## config.mk

```make
export PLATFORM = sky130hd
export DESIGN_NAME = mul_err_sweep
export DESIGN_NICKNAME = d
export VERILOG_FILES = /design/src/rtl/mul_err_pkg.sv /design/src/rtl/mul_err_calc.sv /design/src/rtl/mul_err_sweep.sv
export SDC_FILE = /design/constraint.sdc
export NUM_CORES = 1
export LEC_CHECK = 0
export ABC_CLOCK_PERIOD_IN_PS = 3200
export CAP_MARGIN = 20
export CORE_MARGIN = 2
export CORE_UTILIZATION = 31
export DETAILED_ROUTE_END_ITERATION = 16
export GPL_TIMING_DRIVEN = 0
export HOLD_SLACK_MARGIN = 0.15
export PLACE_DENSITY = 0.5
export REMOVE_ABC_BUFFERS = 1
export SETUP_SLACK_MARGIN = 0.05
export SLEW_MARGIN = 30
export SYNTH_ARGS = -nofsm -noshare
export SYNTH_HDL_FRONTEND = slang
export SYNTH_SLANG_ARGS = --single-unit
```

## constraint.sdc

```tcl
create_clock -name clk -period 3.2 [get_ports clk]
set_input_delay 0.32 -clock clk [delete_from_list [all_inputs] [get_ports clk]]
set_output_delay 0.32 -clock clk [all_outputs]
set_load 0.02 [all_outputs]
```

## src/rtl/mul_err_pkg.sv

```systemverilog
// rtl/mul_err_pkg.sv - shared state type and sizing constants for the multiplier error sweep
package mul_err_pkg;

    typedef enum logic [1:0] {
        IDLE  = 2'd0,
        SWEEP = 2'd1,
        DRAIN = 2'd2,
        DONE  = 2'd3
    } state_e;

    localparam int DEF_IN_W  = 2;
    localparam int DEF_OUT_W = 4;
    localparam int DEF_ET    = 4;

    localparam int VEC_W = 2 * DEF_IN_W;
    localparam int NVEC  = 1 << VEC_W;
    localparam int SUM_W = DEF_OUT_W + VEC_W;
    localparam int CNT_W = VEC_W + 1;

endpackage

```

## src/rtl/mul_err_calc.sv

```systemverilog
// rtl/mul_err_calc.sv - exact product and absolute error of one approximate multiplier sample
module mul_err_calc #(
    parameter int IN_W  = 2,
    parameter int OUT_W = 4
) (
    input  logic [2*IN_W-1:0] vec_i,
    input  logic [OUT_W-1:0]  approx_i,
    output logic [OUT_W-1:0]  abs_err_o
);

    logic [IN_W-1:0]       a;
    logic [IN_W-1:0]       b;
    logic [2*IN_W-1:0]     prod;
    logic [OUT_W-1:0]      exact;
    logic signed [OUT_W:0] diff;

    assign a     = vec_i[IN_W-1:0];
    assign b     = vec_i[2*IN_W-1:IN_W];
    assign prod  = (2*IN_W)'(a) * (2*IN_W)'(b);
    assign exact = OUT_W'(prod);

    // One extra bit keeps the signed difference from wrapping before the magnitude is taken.
    assign diff      = $signed({1'b0, exact}) - $signed({1'b0, approx_i});
    assign abs_err_o = diff[OUT_W] ? OUT_W'(-diff) : OUT_W'(diff);

endmodule

```

## src/rtl/mul_err_sweep.sv

```systemverilog
// rtl/mul_err_sweep.sv - exhaustive sweep of an approximate multiplier with error statistics
module mul_err_sweep
    import mul_err_pkg::*;
#(
    parameter int IN_W  = DEF_IN_W,
    parameter int OUT_W = DEF_OUT_W,
    parameter int ET    = DEF_ET
) (
    input  logic                   clk,
    input  logic                   rst_n,
    input  logic                   start,
    output logic [2*IN_W-1:0]      vec_o,
    input  logic [OUT_W-1:0]       approx_p,
    output logic                   busy,
    output logic                   done,
    output logic [OUT_W-1:0]       max_err,
    output logic [2*IN_W-1:0]      wc_vec,
    output logic [OUT_W+2*IN_W-1:0] sum_err,
    output logic [2*IN_W:0]        viol_cnt,
    output logic                   pass
);

    localparam int VW = 2 * IN_W;
    localparam int SW = OUT_W + VW;
    localparam int CW = VW + 1;
    localparam logic [OUT_W-1:0] ET_V = OUT_W'(ET);

    state_e          state_q, state_d;
    logic [VW-1:0]   cnt_q, cnt_d;
    logic            drain_q, drain_d;
    logic            clr;

    logic            s1_vld_q;
    logic [VW-1:0]   s1_vec_q;
    logic [OUT_W-1:0] s1_p_q;
    logic            s2_vld_q;
    logic [VW-1:0]   s2_vec_q;
    logic [OUT_W-1:0] s2_err_q;
    logic [OUT_W-1:0] s2_err_d;

    logic [OUT_W-1:0] max_err_q;
    logic [VW-1:0]    wc_vec_q;
    logic [SW-1:0]    sum_q;
    logic [CW-1:0]    viol_q;

    always_ff @(posedge clk or negedge rst_n) begin
        if (!rst_n) begin
            state_q <= IDLE;
            cnt_q   <= '0;
            drain_q <= 1'b0;
        end else begin
            state_q <= state_d;
            cnt_q   <= cnt_d;
            drain_q <= drain_d;
        end
    end

    always_comb begin
        state_d = state_q;
        cnt_d   = cnt_q;
        drain_d = drain_q;
        clr     = 1'b0;
        case (state_q)
            IDLE, DONE: begin
                if (start) begin
                    state_d = SWEEP;
                    cnt_d   = '0;
                    clr     = 1'b1;
                end
            end
            SWEEP: begin
                cnt_d = cnt_q + VW'(1);
                if (&cnt_q) begin
                    state_d = DRAIN;
                    drain_d = 1'b0;
                end
            end
            DRAIN: begin
                // Two cycles let the last vector clear S2 and S3.
                drain_d = 1'b1;
                if (drain_q) begin
                    state_d = DONE;
                    drain_d = 1'b0;
                end
            end
            default: state_d = IDLE;
        endcase
    end

    assign vec_o = (state_q == SWEEP) ? cnt_q : '0;
    assign busy  = (state_q == SWEEP) || (state_q == DRAIN);
    assign done  = (state_q == DONE);

    mul_err_calc #(
        .IN_W  (IN_W),
        .OUT_W (OUT_W)
    ) u_calc (
        .vec_i     (s1_vec_q),
        .approx_i  (s1_p_q),
        .abs_err_o (s2_err_d)
    );

    always_ff @(posedge clk or negedge rst_n) begin
        if (!rst_n) begin
            s1_vld_q <= 1'b0;
            s1_vec_q <= '0;
            s1_p_q   <= '0;
            s2_vld_q <= 1'b0;
            s2_vec_q <= '0;
            s2_err_q <= '0;
        end else begin
            s1_vld_q <= (state_q == SWEEP);
            s1_vec_q <= vec_o;
            s1_p_q   <= approx_p;
            s2_vld_q <= s1_vld_q;
            s2_vec_q <= s1_vec_q;
            s2_err_q <= s2_err_d;
        end
    end

    // Strict compare on max keeps the earliest vector on ties.
    always_ff @(posedge clk or negedge rst_n) begin
        if (!rst_n) begin
            max_err_q <= '0;
            wc_vec_q  <= '0;
            sum_q     <= '0;
            viol_q    <= '0;
        end else if (clr) begin
            max_err_q <= '0;
            wc_vec_q  <= '0;
            sum_q     <= '0;
            viol_q    <= '0;
        end else if (s2_vld_q) begin
            sum_q <= sum_q + SW'(s2_err_q);
            if (s2_err_q > ET_V) begin
                viol_q <= viol_q + CW'(1);
            end
            if (s2_err_q > max_err_q) begin
                max_err_q <= s2_err_q;
                wc_vec_q  <= s2_vec_q;
            end
        end
    end

    assign max_err  = max_err_q;
    assign wc_vec   = wc_vec_q;
    assign sum_err  = sum_q;
    assign viol_cnt = viol_q;
    assign pass     = done && (max_err_q <= ET_V);

endmodule

```

# Yosys cells after proc, flatten, opt, wreduce, memory -nomap -nowiden
# Index checks and enable logic that the tools add are counted.
# W data, S select, Z words.
[classes]
n_addsub = 5
muxes = 24
n_lt_le_gt_ge = 3
n_reduce_logical = 15
n_eq_ne = 6
n_mul = 1
[op_table]
columns = ["operator", "count"]
rows = [
  ["$mux W4", 9],
  ["$mux W8", 2],
  ["$mux W5", 3],
  ["$reduce_bool A2 Y1", 5],
  ["$add A8 B4 Y8", 1],
  ["$pmux W4 S2", 1],
  ["$reduce_and A2 Y1", 4],
  ["$mux W2", 3],
  ["$ne A2 B2 Y1 const B", 3],
  ["$pmux W2 S3", 1],
  ["$add A5 B1 Y5 const B", 1],
  ["$sub A4 B4 Y5", 1],
  ["$add A4 B1 Y4 const B", 1],
  ["$eq A2 B2 Y1 const B", 2],
  ["$gt A4 B3 Y1 const B", 1],
  ["$gt A4 B4 Y1", 1],
  ["$le A4 B3 Y1 const B", 1],
  ["$mul A2 B2 Y4", 1],
  ["$mux W1", 4],
  ["$neg A4 Y4", 1],
  ["$reduce_and A4 Y1", 1],
  ["$reduce_and A3 Y1", 1],
  ["$eq A2 B1 Y1 const B", 1],
  ["$logic_not A2 Y1", 1],
  ["other kinds (4)", 4],
]
[totals]
wordCells = 67
regBits = 46

# Longest topological paths before layout
[depth]
depth_word = 5
mapped_depth = 9
mapped_depth_nobuf = 9

# Cells and area by module
# Synthesis repeated with hierarchy kept, for this count alone.
[unflattened]
cells_unflattened = 219
area_unflattened_um2 = 2352.3
[by_module_without_submodules]
columns = ["mod", "area_per_inst_um2", "n_inst", "cells_each"]
rows = [
  ["mul_err_sweep", 2097.0, 1, 189],
  ["mul_err_calc", 255.2, 1, 30],
]

# Worst setup path after synthesis
# OpenSTA, ideal clock, no wires.
[synth_path]
path_type = "flip-flop to flip-flop"
startpoint = "reg s1_vec_q[3]"
endpoint = "reg s2_err_q[3]"
setup_time_ns = 0.080
path_stages_with_launch = 9
period_less_slack_ns = 2.151
setup_slack_ns = 1.049
arrival_time_ns = 2.071
path_cell_list = "dfrtp_1 -> and2_1 -> fa_1 -> ha_1 -> inv_1 -> fa_1 -> nand2_1 -> o21ai_0 -> xnor2_1"
[synth_via]
elab_chain_len = 4
[synth_lines]
columns = ["item", "line", "source"]
rows = [
  ["start, declared", "mul_err_sweep.sv:34", "logic [VW-1:0] s1_vec_q;"],
  ["start signal, assigned", "mul_err_sweep.sv:113", "s1_vec_q <= vec_o;"],
  ["$mul A2 B2 Y4 *", "mul_err_calc.sv:19", "assign prod = (2*IN_W)'(a) * (2*IN_W)'(b);"],
  ["$sub A4 B4 Y5 *", "mul_err_calc.sv:23", "assign diff = $signed({1'b0, exact}) - $signed({1'b0, approx_i});"],
  ["$neg A4 Y4", "mul_err_calc.sv:24", "assign abs_err_o = diff[OUT_W] ? OUT_W'(-diff) : OUT_W'(diff);"],
  ["$mux W4 *", "mul_err_calc.sv:24", ""],
  ["named net s2_err_d[3]", "mul_err_sweep.sv:39", "logic [OUT_W-1:0] s2_err_d;"],
  ["end signal, assigned", "mul_err_sweep.sv:117", "s2_err_q <= s2_err_d;"],
  ["end, declared", "mul_err_sweep.sv:38", "logic [OUT_W-1:0] s2_err_q;"],
]
# The timed path passes the listed nets; every way through them passes the cells marked *.
# A chain may end at the register's enable or synchronous reset.

# Final worst setup path
[layout_path]
startpoint = "reg state_q[1]"
endpoint = "out vec_o[3]"
[layout_via]
elab_chain_len = 2
[layout_lines]
columns = ["item", "line", "source"]
rows = [
  ["start, declared", "mul_err_sweep.sv:28", "state_e state_q, state_d;"],
  ["start signal, assigned", "mul_err_sweep.sv:52", "state_q <= state_d;"],
  ["$eq A2 B1 Y1", "mul_err_sweep.sv:90", "assign vec_o = (state_q == SWEEP) ? cnt_q : '0;"],
  ["$mux W4", "mul_err_sweep.sv:90", ""],
  ["end, declared", "mul_err_sweep.sv:12", "output logic [2*IN_W-1:0] vec_o,"],
]
# No other way between the ends.

==> impl_metrics.toml <==
[floorplan]
pin_count = 35
dieArea_mm2 = 0.00844
rows = 32
fp.dieW_um = 91.8
initial_core_util_pct = 31.4
core_area_mm2 = 0.00761
die_h_um = 91.8

[hold_path]
hold_depth = 0
min_from = "s1_vld_q$_DFF_PN0_"
hold_path.class = "reg2reg"
min_to = "s2_vld_q$_DFF_PN0_"

[route]
wl_mm = 4.68
drc = 0
vias = 1682
vias_per_cell = 4.56
wl_per_cell_um = 12.7
drtAntennaViolNets = 0
drt_iter0_markers = 56
first_pass_iters = 4

[synthesis]
synth.avg_cell_area_um2 = 10.4
yosys_warnings = 0
netlist_instances = 230
synth_seq_cells = 46
synth_flop_cell = "dfrtp_1"
syn_area_mm2 = 0.00239
synth_area_leader_cell = "dfrtp_1"
synth_edf_count = 0
synth_area_leaders = "dfrtp_1 48%, ha_1 10%, mux2i_1 5.9%, nand2_1 4.7%, inv_1 3.3%"
async_flop_share_pct = 100
ys_seq_area_share_pct = 48.1
yosysTopAreaCellShare_pct = 48.1
yosysUniqueCellTypes = 36

[setup_path]
cp.required_ps = 2880
path_cells = "inv_1, ha_1, and2_1, clkdlybuf4s50_1"
rrSetupSlack_ps = 890
path_class = "reg2out"
regToRegEndpoint = "s2_err_q[3]$_DFF_PN0_"
r2r_start = "s1_vec_q[3]$_DFF_PN0_"
critPathCaptureType = "output pin"
start_kind = "flip-flop"
cp_max_fo = 16
r2r_cells = 8
cp_data_arrival_time_ps = 2220
slowest_delay_ps = 620
slowest_stage = "clkdlybuf4s50_1"

[timing]
setup_viol = 0
fin_crit_ps = 2540
fmax_mhz = 393
timing.final.crit_share_pct = 79.4
slew_headroom_pct = 51.3
finalClockSkew_ps = 8.46
setup_tns_ps = 0
drv_slew = 0
rsz0062_at_grt = "false"
hold_viol_final = 0
worst_slew_pin_slew_ps = 729

[global_routing]
grt_overflow = 0
antenna_found_initial = 0
grt_max_degree = 47
grt_first_pass_wirelength_mm = 8.10
grt_pass1_vias = 1610
grt_usage_pct = 12.1

[cells_and_area]
final_util_pct = 38.5
nets = 296
drive_above_1_share_pct = 4.12
most-common-layout-cells = "46 x dfrtp_1, 33 x clkdlybuf4s50_1, 30 x nand2_1"
final_cells = 369
n_antenna_cell = 0
mostFrequentLayoutCell = "dfrtp_1"
design_area_mm2 = 0.00293
fillers = 772
area_growth_pct = 22.4

[power_and_ir_drop]
p_int_mw = 1.37
sw_frac_of_total_pct = 41.8
ir_drop_uv = 395
powerDensity_mw_per_mm2 = 805
pwr-share-comb_pct = 47.3
seqPwrFrac_pct = 37.4
power.switching_mw = 0.986
cellLeakagePower_nw = 1.33
clkPwrFrac_pct = 15.4

[clock_tree]
htreeDepth = 2
cts_resized = 0
root_buffer = "clkbuf_8"
clk_pin_slew_ps = 90
cts_max_path_buffers = 2
cts_made_buffers = 5
clk-insertion-delay-late_ps = 300
cts_setup_buffers = 0
tritoncts = "done"
cts_sinks = 46

[run]
maxCapViolations = 0

[placed_design]
hpwl_mm = 3.24
numPlacedInstances = 360
place_area_mm2 = 0.00283
io_buffers = 34
gp_congestion = 0.755

[status]
status = "completed"
==> timing repair <==
action | in CTS | in global routing
endpoints found under the setup margin | 0 | 0
endpoints found under the hold margin | 46 | 0
hold buffers | 1 | 0
==> how the worst max path moves through the flow <==
stage / start / to / slack (ps) / cells past startpoint
after global placement: rst_n / cnt_q[1]$_DFFE_PN0P_ / 440 / 1
after CTS: state_q[1]$_DFFE_PN0P_ / vec_o[3] / 650 / 4
after global routing: state_q[1]$_DFFE_PN0P_ / vec_o[3] / 510 / 4
after floorplan: s1_vec_q[3]$_DFF_PN0_ / s2_err_q[3]$_DFF_PN0_ / 1050 / 8
final: state_q[1]$_DFFE_PN0P_ / vec_o[3] / 660 / 4
after detailed placement: s1_vec_q[3]$_DFF_PN0_ / s2_err_q[3]$_DFF_PN0_ / 890 / 8
==> kinds of logic (layout without fill, tap and decap cells) <==
kind of cell | after synthesis | in the layout | synth area share (%)
AND/OR/NAND/NOR | 74 | 74 | 14.9
flip-flops | 46 | 46 | 48.1
AO/OA/AOI/OAI | 37 | 37 | 10.4
buffers and inverters | 27 | 64 | 4.55
adder cells (fa/ha/maj) | 23 | 23 | 13.0
multiplexers | 14 | 14 | 5.86
XOR/XNOR | 9 | 9 | 3.30
==> layer usage <==
layer	track usage, %	share of wire (%)
met5	0	0
met4	2.61	0.75
met3	2.96	3.8
met2	18.0	44
met1	17.9	52
==> synthesized netlist by cell type (2+ instances only) <==
cell,instances
buf_2,3
ha_1,20
a32oi_1,2
and3_1,2
a211oi_1,2
nor3_1,2
nand2_1,30
nand4_1,2
nand3_1,4
dfrtp_1,46
mux2i_1,14
clkbuf_1,2
or3_1,3
and2_1,8
a21oi_1,7
nor2_1,12
o21ai_0,13
or4_1,2
nor2b_1,6
o211ai_1,4
xor2_1,3
a22o_1,2
inv_1,21
fa_1,3
xnor2_1,6
==> area by class of cell <==
class	instances	area, µm²	area share (%)
clock inverters	3	21.3	0.726
well taps	102	128	4.36
clock buffers	5	68.8	2.35
flip-flops and latches	46	1150	39.3
inverters	21	78.8	2.69
multi-input cells	157	1130	38.7
repair buffers	35	348	11.9
==> state kept, by name (all words and copies together), names as in the netlist <==
name and count:
s2_vld_q 1, viol_cnt 5, s2_vec_q 4, sum_err 8, drain_q 1, state_q 2
max_err 4, s1_vld_q 1, s2_err_q 4, wc_vec 4, s1_p_q 4, s1_vec_q 4
cnt_q 4
==> worst max-delay path, delay by kind of cell (launching register included) <==
kind / cells / cell delay [ps]
flip-flops: 1 / 420
buffers and inverters: 2 / 710
AND/OR/NAND/NOR: 1 / 270
adder cells (fa/ha/maj): 1 / 510
==> metrics by stage <==
| stage | power, mW | worst slack, ps | hold slack [ps] |
|---|---|---|---|
| floorplan | 1.61 | 1050 | 24.4 |
| global placement | 2.00 | 439 | 333 |
| detailed placement | 2.02 | 890 | 337 |
| CTS | 2.40 | 650 | 360 |
| global route | 2.58 | 505 | 377 |
| finish | 2.36 | 659 | 356 |
==> power groups by stage <==
| stage | Clock (mW) | Sequential (mW) | Combinational [mW] |
|---|---|---|---|
| 5_1_grt | 0.406 | 0.909 | 1.27 |
| 3_3_place_gp | 0 | 0.892 | 1.11 |
| 2_1_floorplan | 0 | 0.922 | 0.685 |
| 4_1_cts | 0.390 | 0.883 | 1.13 |
| 3_5_place_dp | 0 | 0.894 | 1.12 |
| 6_report | 0.362 | 0.881 | 1.11 |
No activity file was read; power rests on OpenSTA's default activity.
